### src/rtl/calc_pkg.sv
// Shared opcode, flag-index and state definitions for the sequential calculator.
package calc_pkg;

    typedef enum logic [2:0] {
        OP_AND  = 3'b000,
        OP_OR   = 3'b001,
        OP_NOT  = 3'b010,
        OP_XOR  = 3'b011,
        OP_ADD  = 3'b100,
        OP_SUB  = 3'b101,
        OP_MULT = 3'b110,
        OP_DIV  = 3'b111
    } op_e;

    localparam int unsigned FLAG_ZERO  = 0;
    localparam int unsigned FLAG_CARRY = 1;
    localparam int unsigned FLAG_OVF   = 2;
    localparam int unsigned FLAG_DBZ   = 3;

    typedef enum logic [1:0] {
        ST_IDLE = 2'd0,
        ST_BUSY = 2'd1,
        ST_DONE = 2'd2
    } state_e;

    // MULT always iterates; DIV iterates only with a non-zero divisor.
    function automatic logic needs_iter(input op_e op, input logic b_is_zero);
        return (op == OP_MULT) || ((op == OP_DIV) && !b_is_zero);
    endfunction

endpackage

### src/rtl/seq_muldiv.sv
// Iterative shift-add multiplier / restoring divider, one bit per cycle.
// The first iteration runs on the start edge directly from the a/b inputs.
module seq_muldiv
    import calc_pkg::*;
#(
    parameter int unsigned WIDTH = 8
) (
    input  logic               clk,
    input  logic               rst,
    input  logic               start,
    input  logic               is_div,
    input  logic [WIDTH-1:0]   a,
    input  logic [WIDTH-1:0]   b,
    output logic               done,
    output logic [2*WIDTH-1:0] product,
    output logic [WIDTH-1:0]   quotient,
    output logic [WIDTH-1:0]   remainder
);

    localparam int unsigned CW = $clog2(WIDTH + 1);

    logic [WIDTH:0]   hi_q, hi_d;
    logic [WIDTH-1:0] lo_q, lo_d;
    logic [WIDTH-1:0] opb_q, opb_d;
    logic [CW-1:0]    cnt_q, cnt_d;
    logic             busy_q, busy_d;
    logic             div_q, div_d;
    logic             done_q, done_d;

    logic [WIDTH:0]   src_hi;
    logic [WIDTH-1:0] src_lo;
    logic [WIDTH-1:0] src_b;
    logic             src_div;
    logic [WIDTH:0]   mul_add;
    logic [WIDTH:0]   div_shift;
    logic [WIDTH:0]   div_trial;
    logic             div_ge;
    logic [CW-1:0]    cnt_inc;

    always_comb begin
        src_hi  = start ? '0     : hi_q;
        src_lo  = start ? a      : lo_q;
        src_b   = start ? b      : opb_q;
        src_div = start ? is_div : div_q;

        mul_add   = src_lo[0] ? (src_hi + {1'b0, src_b}) : src_hi;
        div_shift = {src_hi[WIDTH-1:0], src_lo[WIDTH-1]};
        div_trial = div_shift - {1'b0, src_b};
        div_ge    = !div_trial[WIDTH];
        cnt_inc   = cnt_q + CW'(1);

        hi_d   = hi_q;
        lo_d   = lo_q;
        opb_d  = opb_q;
        div_d  = div_q;
        cnt_d  = cnt_q;
        busy_d = busy_q;
        done_d = 1'b0;

        if (start || busy_q) begin
            if (src_div) begin
                hi_d = {1'b0, div_ge ? div_trial[WIDTH-1:0] : div_shift[WIDTH-1:0]};
                lo_d = {src_lo[WIDTH-2:0], div_ge};
            end else begin
                hi_d = {1'b0, mul_add[WIDTH:1]};
                lo_d = {mul_add[0], src_lo[WIDTH-1:1]};
            end
            opb_d = src_b;
            div_d = src_div;
        end

        if (start) begin
            cnt_d  = CW'(1);
            busy_d = 1'b1;
        end else if (busy_q) begin
            cnt_d = cnt_inc;
            if (cnt_inc == CW'(WIDTH)) begin
                busy_d = 1'b0;
                done_d = 1'b1;
            end
        end
    end

    always_ff @(posedge clk or posedge rst) begin
        if (rst) begin
            hi_q   <= '0;
            lo_q   <= '0;
            opb_q  <= '0;
            cnt_q  <= '0;
            busy_q <= 1'b0;
            div_q  <= 1'b0;
            done_q <= 1'b0;
        end else begin
            hi_q   <= hi_d;
            lo_q   <= lo_d;
            opb_q  <= opb_d;
            cnt_q  <= cnt_d;
            busy_q <= busy_d;
            div_q  <= div_d;
            done_q <= done_d;
        end
    end

    assign done      = done_q;
    assign product   = {hi_q[WIDTH-1:0], lo_q};
    assign quotient  = lo_q;
    assign remainder = hi_q[WIDTH-1:0];

endmodule

### src/rtl/seq_calculator.sv
// Single-request calculator: logic/ADD/SUB in one cycle, MULT/DIV via seq_muldiv,
// result held in DONE until the consumer handshakes.
module seq_calculator
    import calc_pkg::*;
#(
    parameter int unsigned WIDTH = 8
) (
    input  logic               clk,
    input  logic               rst,
    input  logic               in_valid,
    output logic               in_ready,
    input  logic [WIDTH-1:0]   a,
    input  logic [WIDTH-1:0]   b,
    input  logic [2:0]         op,
    output logic               out_valid,
    input  logic               out_ready,
    output logic [2*WIDTH-1:0] result,
    output logic [3:0]         flags
);

    state_e state_q, state_d;
    op_e    op_q, op_d;
    logic [2*WIDTH-1:0] result_q, result_d;
    logic [3:0]         flags_q, flags_d;

    op_e                op_in;
    logic               accept;
    logic               b_zero;
    logic               iter_op;
    logic [WIDTH:0]     sum_add;
    logic [WIDTH:0]     sum_sub;
    logic [WIDTH-1:0]   alu_res;
    logic               alu_carry;
    logic               alu_ovf;
    logic               alu_dbz;
    logic [2*WIDTH-1:0] md_res;

    logic               md_done;
    logic [2*WIDTH-1:0] md_product;
    logic [WIDTH-1:0]   md_quotient;
    logic [WIDTH-1:0]   md_remainder;

    assign op_in   = op_e'(op);
    assign b_zero  = (b == '0);
    assign iter_op = needs_iter(op_in, b_zero);

    seq_muldiv #(
        .WIDTH(WIDTH)
    ) u_muldiv (
        .clk       (clk),
        .rst       (rst),
        .start     (accept && iter_op),
        .is_div    (op_in == OP_DIV),
        .a         (a),
        .b         (b),
        .done      (md_done),
        .product   (md_product),
        .quotient  (md_quotient),
        .remainder (md_remainder)
    );

    // FSM state register
    always_ff @(posedge clk or posedge rst) begin
        if (rst) begin
            state_q <= ST_IDLE;
        end else begin
            state_q <= state_d;
        end
    end

    // FSM next state
    always_comb begin
        state_d = state_q;
        unique case (state_q)
            ST_IDLE: if (accept) state_d = iter_op ? ST_BUSY : ST_DONE;
            ST_BUSY: if (md_done) state_d = ST_DONE;
            ST_DONE: if (out_ready) state_d = ST_IDLE;
            default: state_d = ST_IDLE;
        endcase
    end

    // FSM outputs; in_ready is gated so it stays low while reset is held
    always_comb begin
        in_ready  = (state_q == ST_IDLE) && !rst;
        out_valid = (state_q == ST_DONE);
        accept    = in_valid && in_ready;
    end

    // Single-cycle datapath for logic, ADD, SUB and DIV-by-zero
    always_comb begin
        sum_add   = {1'b0, a} + {1'b0, b};
        sum_sub   = {1'b0, a} + {1'b0, ~b} + (WIDTH + 1)'(1);
        alu_res   = '0;
        alu_carry = 1'b0;
        alu_ovf   = 1'b0;
        alu_dbz   = 1'b0;
        unique case (op_in)
            OP_AND:  alu_res = a & b;
            OP_OR:   alu_res = a | b;
            OP_NOT:  alu_res = ~a;
            OP_XOR:  alu_res = a ^ b;
            OP_ADD: begin
                alu_res   = sum_add[WIDTH-1:0];
                alu_carry = sum_add[WIDTH];
                alu_ovf   = (a[WIDTH-1] == b[WIDTH-1]) && (sum_add[WIDTH-1] != a[WIDTH-1]);
            end
            OP_SUB: begin
                alu_res   = sum_sub[WIDTH-1:0];
                alu_carry = sum_sub[WIDTH];
                alu_ovf   = (a[WIDTH-1] != b[WIDTH-1]) && (sum_sub[WIDTH-1] != a[WIDTH-1]);
            end
            OP_DIV: begin
                alu_res = '1;
                alu_dbz = 1'b1;
            end
            default: alu_res = '0;
        endcase
    end

    // Result/flag capture: on acceptance for single-cycle ops, on md_done otherwise
    always_comb begin
        result_d = result_q;
        flags_d  = flags_q;
        op_d     = op_q;
        md_res   = (op_q == OP_DIV) ? {md_remainder, md_quotient} : md_product;

        if (accept) begin
            op_d = op_in;
            if (!iter_op) begin
                result_d = (op_in == OP_DIV) ? {a, alu_res} : {{WIDTH{1'b0}}, alu_res};
                flags_d  = '0;
                flags_d[FLAG_CARRY] = alu_carry;
                flags_d[FLAG_OVF]   = alu_ovf;
                flags_d[FLAG_DBZ]   = alu_dbz;
                flags_d[FLAG_ZERO]  = (result_d == '0);
            end
        end else if ((state_q == ST_BUSY) && md_done) begin
            result_d = md_res;
            flags_d  = '0;
            flags_d[FLAG_OVF]  = (op_q == OP_MULT) && (md_res[2*WIDTH-1:WIDTH] != '0);
            flags_d[FLAG_ZERO] = (md_res == '0);
        end
    end

    always_ff @(posedge clk or posedge rst) begin
        if (rst) begin
            result_q <= '0;
            flags_q  <= '0;
            op_q     <= OP_AND;
        end else begin
            result_q <= result_d;
            flags_q  <= flags_d;
            op_q     <= op_d;
        end
    end

    assign result = result_q;
    assign flags  = flags_q;

endmodule

### config.mk
export PLATFORM = sky130hd
export DESIGN_NAME = seq_calculator
export DESIGN_NICKNAME = d
export VERILOG_FILES = /design/src/rtl/calc_pkg.sv /design/src/rtl/seq_muldiv.sv /design/src/rtl/seq_calculator.sv
export SDC_FILE = /design/constraint.sdc
export NUM_CORES = 1
export LEC_CHECK = 0
export CAP_MARGIN = 20
export CORE_MARGIN = 2
export CORE_UTILIZATION = 55
export DETAILED_ROUTE_END_ITERATION = 8
export HOLD_SLACK_MARGIN = 0.15
export PLACE_DENSITY = 0.81
export RECOVER_POWER = 100
export SYNTH_ARGS = -nofsm -noshare
export SYNTH_HDL_FRONTEND = slang
export SYNTH_SLANG_ARGS = --single-unit
### constraint.sdc
create_clock -name clk -period 12 [get_ports clk]
set_clock_uncertainty 0.2 [all_clocks]
set_input_delay 2.4 -clock clk [delete_from_list [all_inputs] [get_ports clk]]
set_output_delay 2.4 -clock clk [all_outputs]
set_load 0.01 [all_outputs]
### Yosys cells after proc, flatten, opt, wreduce, memory -nomap -nowiden

Cells that the tools add are included.

| word-level totals | value |
|---|---|
| register bits after elaboration | 57 |
| input port bits | 23 |
| logic and storage cells | 96 |
| output and inout port bits | 22 |

| cells by class | value |
|---|---|
| equal/unequal tests | 19 |
| reductions and logical operators | 23 |
| muxes and demuxes | 32 |
| add/sub/neg operators | 6 |
| bitwise logic cells | 5 |

Operators by type and width:

| cell | number |
|---|---|
| two-way mux 16 bit | 4 |
| case mux 8 bit (7 select lines) | 1 |
| two-way mux 8 bit | 5 |
| logical NOT 16 bit | 2 |
| two-way mux 4 bit | 5 |
| adder 8 x 8 -> 9 bit | 2 |
| two-way mux 9 bit | 2 |
| NOT 8 bit | 2 |
| == test 3 bit, second input constant | 5 |
| adder 9 x 1 -> 9 bit, second input constant | 1 |
| adder 9 x 8 -> 9 bit | 1 |
| subtractor 9 x 8 -> 9 bit | 1 |
| AND 8 bit | 1 |
| logical AND 1 bit | 8 |
| logical NOT 8 bit | 1 |
| two-way mux 1 bit | 8 |
| two-way mux 2 bit | 4 |
| OR 8 bit | 1 |
| nonzero test 8 bit | 1 |
| bitwise XOR 8 bit | 1 |
| == test 3 x 2 -> 1 bit, second input constant | 2 |
| case mux 2 bit (3 select lines) | 1 |
| adder 4 x 1 -> 4 bit, second input constant | 1 |
| == test 4 bit, second input constant | 1 |
| other kinds (15) | 24 |

### Logic depth before layout (Yosys ltp)

| logic depth | value |
|---|---|
| depth after elaboration | 9 |
| gate-level depth with buffers | 20 |
| mapped depth without buffers | 15 |

### Cells and area by module

Synthesis repeated with hierarchy kept, for this count alone.

| second synthesis, totals | value |
|---|---|
| cell total of the unflattened synthesis | 647 |
| area total of the unflattened synthesis | 5255.0 sq um |

By module, submodules not included:

| module | times used | seq. area each (sq um) | cells an instance | area an instance (sq um) |
|---|---|---|---|---|
| seq_calculator | 1 | 625.6 | 340 | 2636.3 |
| seq_muldiv | 1 | 775.7 | 307 | 2618.8 |

### Worst setup path after synthesis

No wires, ideal clock.

| timing path | value |
|---|---|
| path kind | input to register |
| from | input b[2] |
| to | register u_muldiv.hi_q[5] |
| data arrival time | 5928 ps |
| buffers on the path | 5 |
| setup slack | 5746 ps |
| required time | 11674 ps |
| setup time | 126 ps |
| cell stages on the path | 19 |
| cell sequence | buf_2 nor3_2 nand3_1 nand2_1 clkbuf_1 clkbuf_1 buf_2 nand2_1 o21ai_0 ha_1 inv_1 ha_1 a311oi_2 o21ai_2 a211oi_4 xnor2_2 buf_6 o21ai_1 a221o_1 |

| between the ends | value |
|---|---|
| longest elaborated chain between the ends | 9 |
| elaborated cells on any way between the ends | 15 |
| those cells by class | 2 x add/sub; 7 x mux; 6 x reduce/logical |

Ends and longest elaborated chain:

| what | RTL line | source |
|---|---|---|
| from (decl) | seq_calculator.sv:13 | `input logic [WIDTH-1:0] b,` |
| logical NOT 8 bit (*) | seq_calculator.sv:44 | `assign b_zero = (b == '0);` |
| logical NOT 1 bit (*) | calc_pkg.sv:28 | `return (op == OP_MULT) \|\| ((op == OP_DIV) && !b_is_zero);` |
| logical AND 1 bit (*) | calc_pkg.sv:28 |  |
| logical OR 1 bit (*) | calc_pkg.sv:28 |  |
| logical AND 1 bit (*) | seq_calculator.sv:52 | `.start (accept && iter_op),` |
| two-way mux 8 bit (*) | seq_muldiv.sv:43 | `src_b = start ? b : opb_q;` |
| via u_muldiv.src_b[0] | seq_muldiv.sv:32 | `logic [WIDTH-1:0] src_b;` |
| adder 9 x 8 -> 9 bit / subtractor 9 x 8 -> 9 bit (equally long branches) | seq_muldiv.sv:46, seq_muldiv.sv:48 |  |
| two-way mux 9 bit / two-way mux 8 bit (equally long branches) | seq_muldiv.sv:46, seq_muldiv.sv:62 |  |
| two-way mux 8 bit (*) | seq_muldiv.sv:61 | `if (src_div) begin` |
| to (signal assigned) | seq_muldiv.sv:94 | `hi_q <= hi_d;` |
| to (decl) | seq_muldiv.sv:22 | `logic [WIDTH:0] hi_q, hi_d;` |

The timed path passes the listed nets; every way through them passes the cells marked *.
A chain may end at the register's enable or synchronous reset.

### Final worst setup path

| timing path | value |
|---|---|
| from | input op[0] |
| to | register u_muldiv.hi_q[3] |

| between the ends | value |
|---|---|
| longest elaborated chain between the ends | 8 |
| elaborated cells on any way between the ends | 15 |
| those cells by class | 2 x add/sub; 2 x eq/ne; 7 x mux; 4 x reduce/logical |

Ends and longest elaborated chain:

| what | RTL line | source |
|---|---|---|
| from (decl) | seq_calculator.sv:14 | `input logic [2:0] op,` |
| == test 3 bit | calc_pkg.sv:28 |  |
| logical AND 1 bit | calc_pkg.sv:28 |  |
| logical OR 1 bit (*) | calc_pkg.sv:28 |  |
| logical AND 1 bit (*) | seq_calculator.sv:52 |  |
| two-way mux 8 bit (*) | seq_muldiv.sv:43 |  |
| via u_muldiv.src_b[5] | seq_muldiv.sv:32 |  |
| subtractor 9 x 8 -> 9 bit (*) | seq_muldiv.sv:48 | `div_trial = div_shift - {1'b0, src_b};` |
| two-way mux 8 bit (*) | seq_muldiv.sv:62 | `hi_d = {1'b0, div_ge ? div_trial[WIDTH-1:0] : div_shift[WIDTH-1:0]};` |
| two-way mux 8 bit (*) | seq_muldiv.sv:61 |  |

Marked as above.

==> results.md <==
- Status: finished, violations left
- Failing checks: max-capacitance violations, max-slew violations
- Synth Area in Adders: 9.450%
- DIE WIDTH: 100.9 um
- Synth area leaders: dfrtp_1, ha_1, nand2_1, o21ai_0, a21oi_1
- Top-area cell type share of the netlist area: 27.14%
- Final net count: 712
- CTS sink cnt: 56
- Met2 wire len: 6.614 mm
- Area leader, netlist: dfrtp_1
- Fraction of layout cells with a size suffix above 1: 6.585%
- Post-synthesis mux area share: 4.773%
- CTS Buf Count: 5
- Pwr dens: 253.4 nW/um^2
- Clock latency on the worst-skew pair: 0.33 ns
- Initial DRC count: 446
- Post-synthesis compound-gate area fraction: 25.76%
- Largest family of logic cells by synthesized area: compound AO/OA/AOI/OAI gates
- DRT met1 WL: 6.373 mm
- Placed instance count: 755
- Unique masters post-synth: 76
- Worst-Margin Slew: 2.995 ns
- Vias/cell: 6.458
- Max incr delay on CP: 1.50 ns
- Mapped Cells: 640
- GPL Wtd Cong: 1.031
- Final Util: 61.49%
- Drt drc: 0
- Netlist Area Pre-Place: 5164 um^2
- Leading cell types by count after synthesis: nand2_1, o21ai_0, dfrtp_1
- Top Layer Used: met4
- P&R area growth vs syn: 8.990%
- Crit end category: flop
- Largest net degree at the start of global routing: 57
- Initial Util: 56.42%
- Leakage power: 0.002482 uW
- Diodes inserted: 0
- CP delay by family, top: buffers and inverters
- H-tree depth: 2
- Total grt overflow: 0
- Die area: 10,180 um^2
- Clock Pin Slew Worst Setup and Hold Paths: 0.11 ns
- GR Util All Layers: 29.52%
- Final setup violation count: 0
- Final hold viol count: 0
- Metal3 WL: 1.275 mm
- Crit start category: input pin
- Synth Area in XOR/XNOR: 5.403%
- Unrepaired setup endpoints after global routing: no
- CTS tree: done
- Fmax: 0.1084 GHz
- CTS Root Buffer Type: clkbuf_8
- Kind of critical path: in -> reg
- Data required time of the worst path: 12.07 ns
- Top_reg_cell synth: dfrtp_1
- IO Count: 45
- Post-CTS Setup Repair Bufs: 0
- EDFF count, synth: 0
- Initial antenna violation count: 0
- Max-Cap Viols: 3
- IO Port Bufs: 44
- Worst hold path type: reg -> reg
- WL/cell: 19.27 um
- Final period utilization: 76.86%
- CP bufs+invs: 4
- Routed wire length: 14.72 mm
- Via count: 4,934
- Post-Syn Area per Cell: 8.068 um^2
- DIE HEIGHT: 100.9 um
- Dpl hpwl: 11.15 mm
- Critical path data arrival time: 9.29 ns
- Max stage delay cell, worst path: clkbuf_1
- Yosys warnings: 0
- Final non-filler cell total: 764
- Async set-reset flop share out of synthesis: 100.0%
- Hold_buf cts: 0
- Most numerous cell in the Yosys netlist: nand2_1
- TNS Setup: 0 ns
- Initial DRT Pass Iterations: 5
- Max Slew Vio Count: 126
- PostCTS Resize Cnt: 0
- Global-route wire length before repair: 23.76 mm
- Dpl cell area: 5578 um^2
- Highest net fanout along the worst path: 54
- Clk buf depth: 2
- Relative slew slack: -99.64%
- Sequential fraction of the synthesis area: 27.14%
- Post-route cell area: 5628 um^2
- Cells along the critical path: dlygate4sd3_1, buf_4, nor4b_1, nand3_1, nand2_1, clkbuf_1, nand2_1, o21ai_0, inv_1, ha_1, o2111ai_1, a21oi_1, a211oi_4, xnor2_1, o311ai_0, a21oi_1, o22a_1
- Vias in the first global route: 4,547
- Min Hold Slack: 0.2844 ns
- Core footprint: 9153 um^2
- Min cycle time layout: 9.223 ns
- Peak supply drop: 0.1197 mV
- Rows: 35
- #FFs+latches synth: 56
- Post-DRT Antenna Nets: 0
- Simple-Gate Fraction of Synth Area: 21.03%
- Synthesized Nets: 700
[final cells by class]
cell class	count	area (um^2)
fillers	827	3525
multi-input cells	506	3390
flip-flops and latches	56	1401
repair buffers	50	478.0
well taps	111	138.9
inverters	33	123.9
clock buffers	5	68.82
clock inverters	3	27.53
[registers in the layout, indices dropped and copies added, names as in the netlist]
signal and count:
result 16, u_muldiv.hi_q 8, u_muldiv.opb_q 8, u_muldiv.quotient 8
flags 4, u_muldiv.cnt_q 4, op_q 3, state_q 2
u_muldiv.busy_q 1, u_muldiv.div_q 1, u_muldiv.done 1
[metal layers]
layer | GRT usage, % | vias to the layer above
li1 | - | 2329
met1 | 41.87 | 2277
met2 | 46.92 | 282
met3 | 3.329 | 46
met4 | 9.979 | 0
met5 | 0 | -
[stage by stage]
step                      setup slack, ns  power, uW
final                               2.777       1426
after global routing                2.277       1533
after CTS                           4.979       1428
after detailed placement            4.621       1313
after global placement              4.763       1286
after floorplan                     5.746       1073
[worst reg2reg max path: stages, from the launching register on]
cell and delay [ns]:
dfrtp_1 0.47, nor4b_1 2.13, nand2_2 0.32, nor2_1 1.07, nor2_1 0.16, ha_1 0.35
inv_1 0.14, nor4_4 0.36, a211oi_4 0.14, xnor2_1 0.95, o311ai_0 0.30, a21oi_1 0.26
o22a_1 0.16
[where the power goes]
group,total (uW),switching [uW],internal (uW),leakage [uW]
clock,115,71.5,43.1,0.0000463
sequential,400,124,276,0.000690
combinational,911,515,396,0.00175
total,1430,711,715,0.00248
[worst paths after layout]
kind                       startpoint          endpoint  slack (ns)  cells after the start
max                             op[0]  u_muldiv.hi_q[3]        2.78                     17
max reg2reg                state_q[0]  u_muldiv.hi_q[3]        4.94                     12
min                         result[3]         result[3]        0.28                      2
max in group asynchronous         rst           op_q[0]        6.41                      3
min reg2reg                 result[3]         result[3]        0.28                      2
min in group asynchronous         rst        state_q[1]        3.50                      3
[kinds of logic after synthesis]
group           Yosys count
mux                      24
xor+xnor                 31
buf+inv                  78
compound gates          204
fa+ha+maj                38
simple gates            209
flops                    56
[placed cells by master (no fill, tap or decap), drive strengths merged, types with 3 or more instances in the layout]
cell type	instances
nand2	84
o21ai	64
dfrtp	56
a21oi	44
nor2	41
ha	35
inv	33
dlygate4sd3	25
mux2i	19
clkdlybuf4s50	19
xnor2	16
xor2	15
nand3	15
o22ai	13
nor3	13
a22oi	12
o31ai	11
nor2b	8
nor4	8
clkbuf	8
o211ai	7
and3	6
nand2b	6
nand4	6
o21bai	6
a31oi	5
mux2	5
a21o	5
a211oi	5
and2	4
a221o	4
or3	4
a31o	4
nor4b	4
a211o	3
o311ai	3
or2	3
buf	3
(Power assumes the default switching activity.)
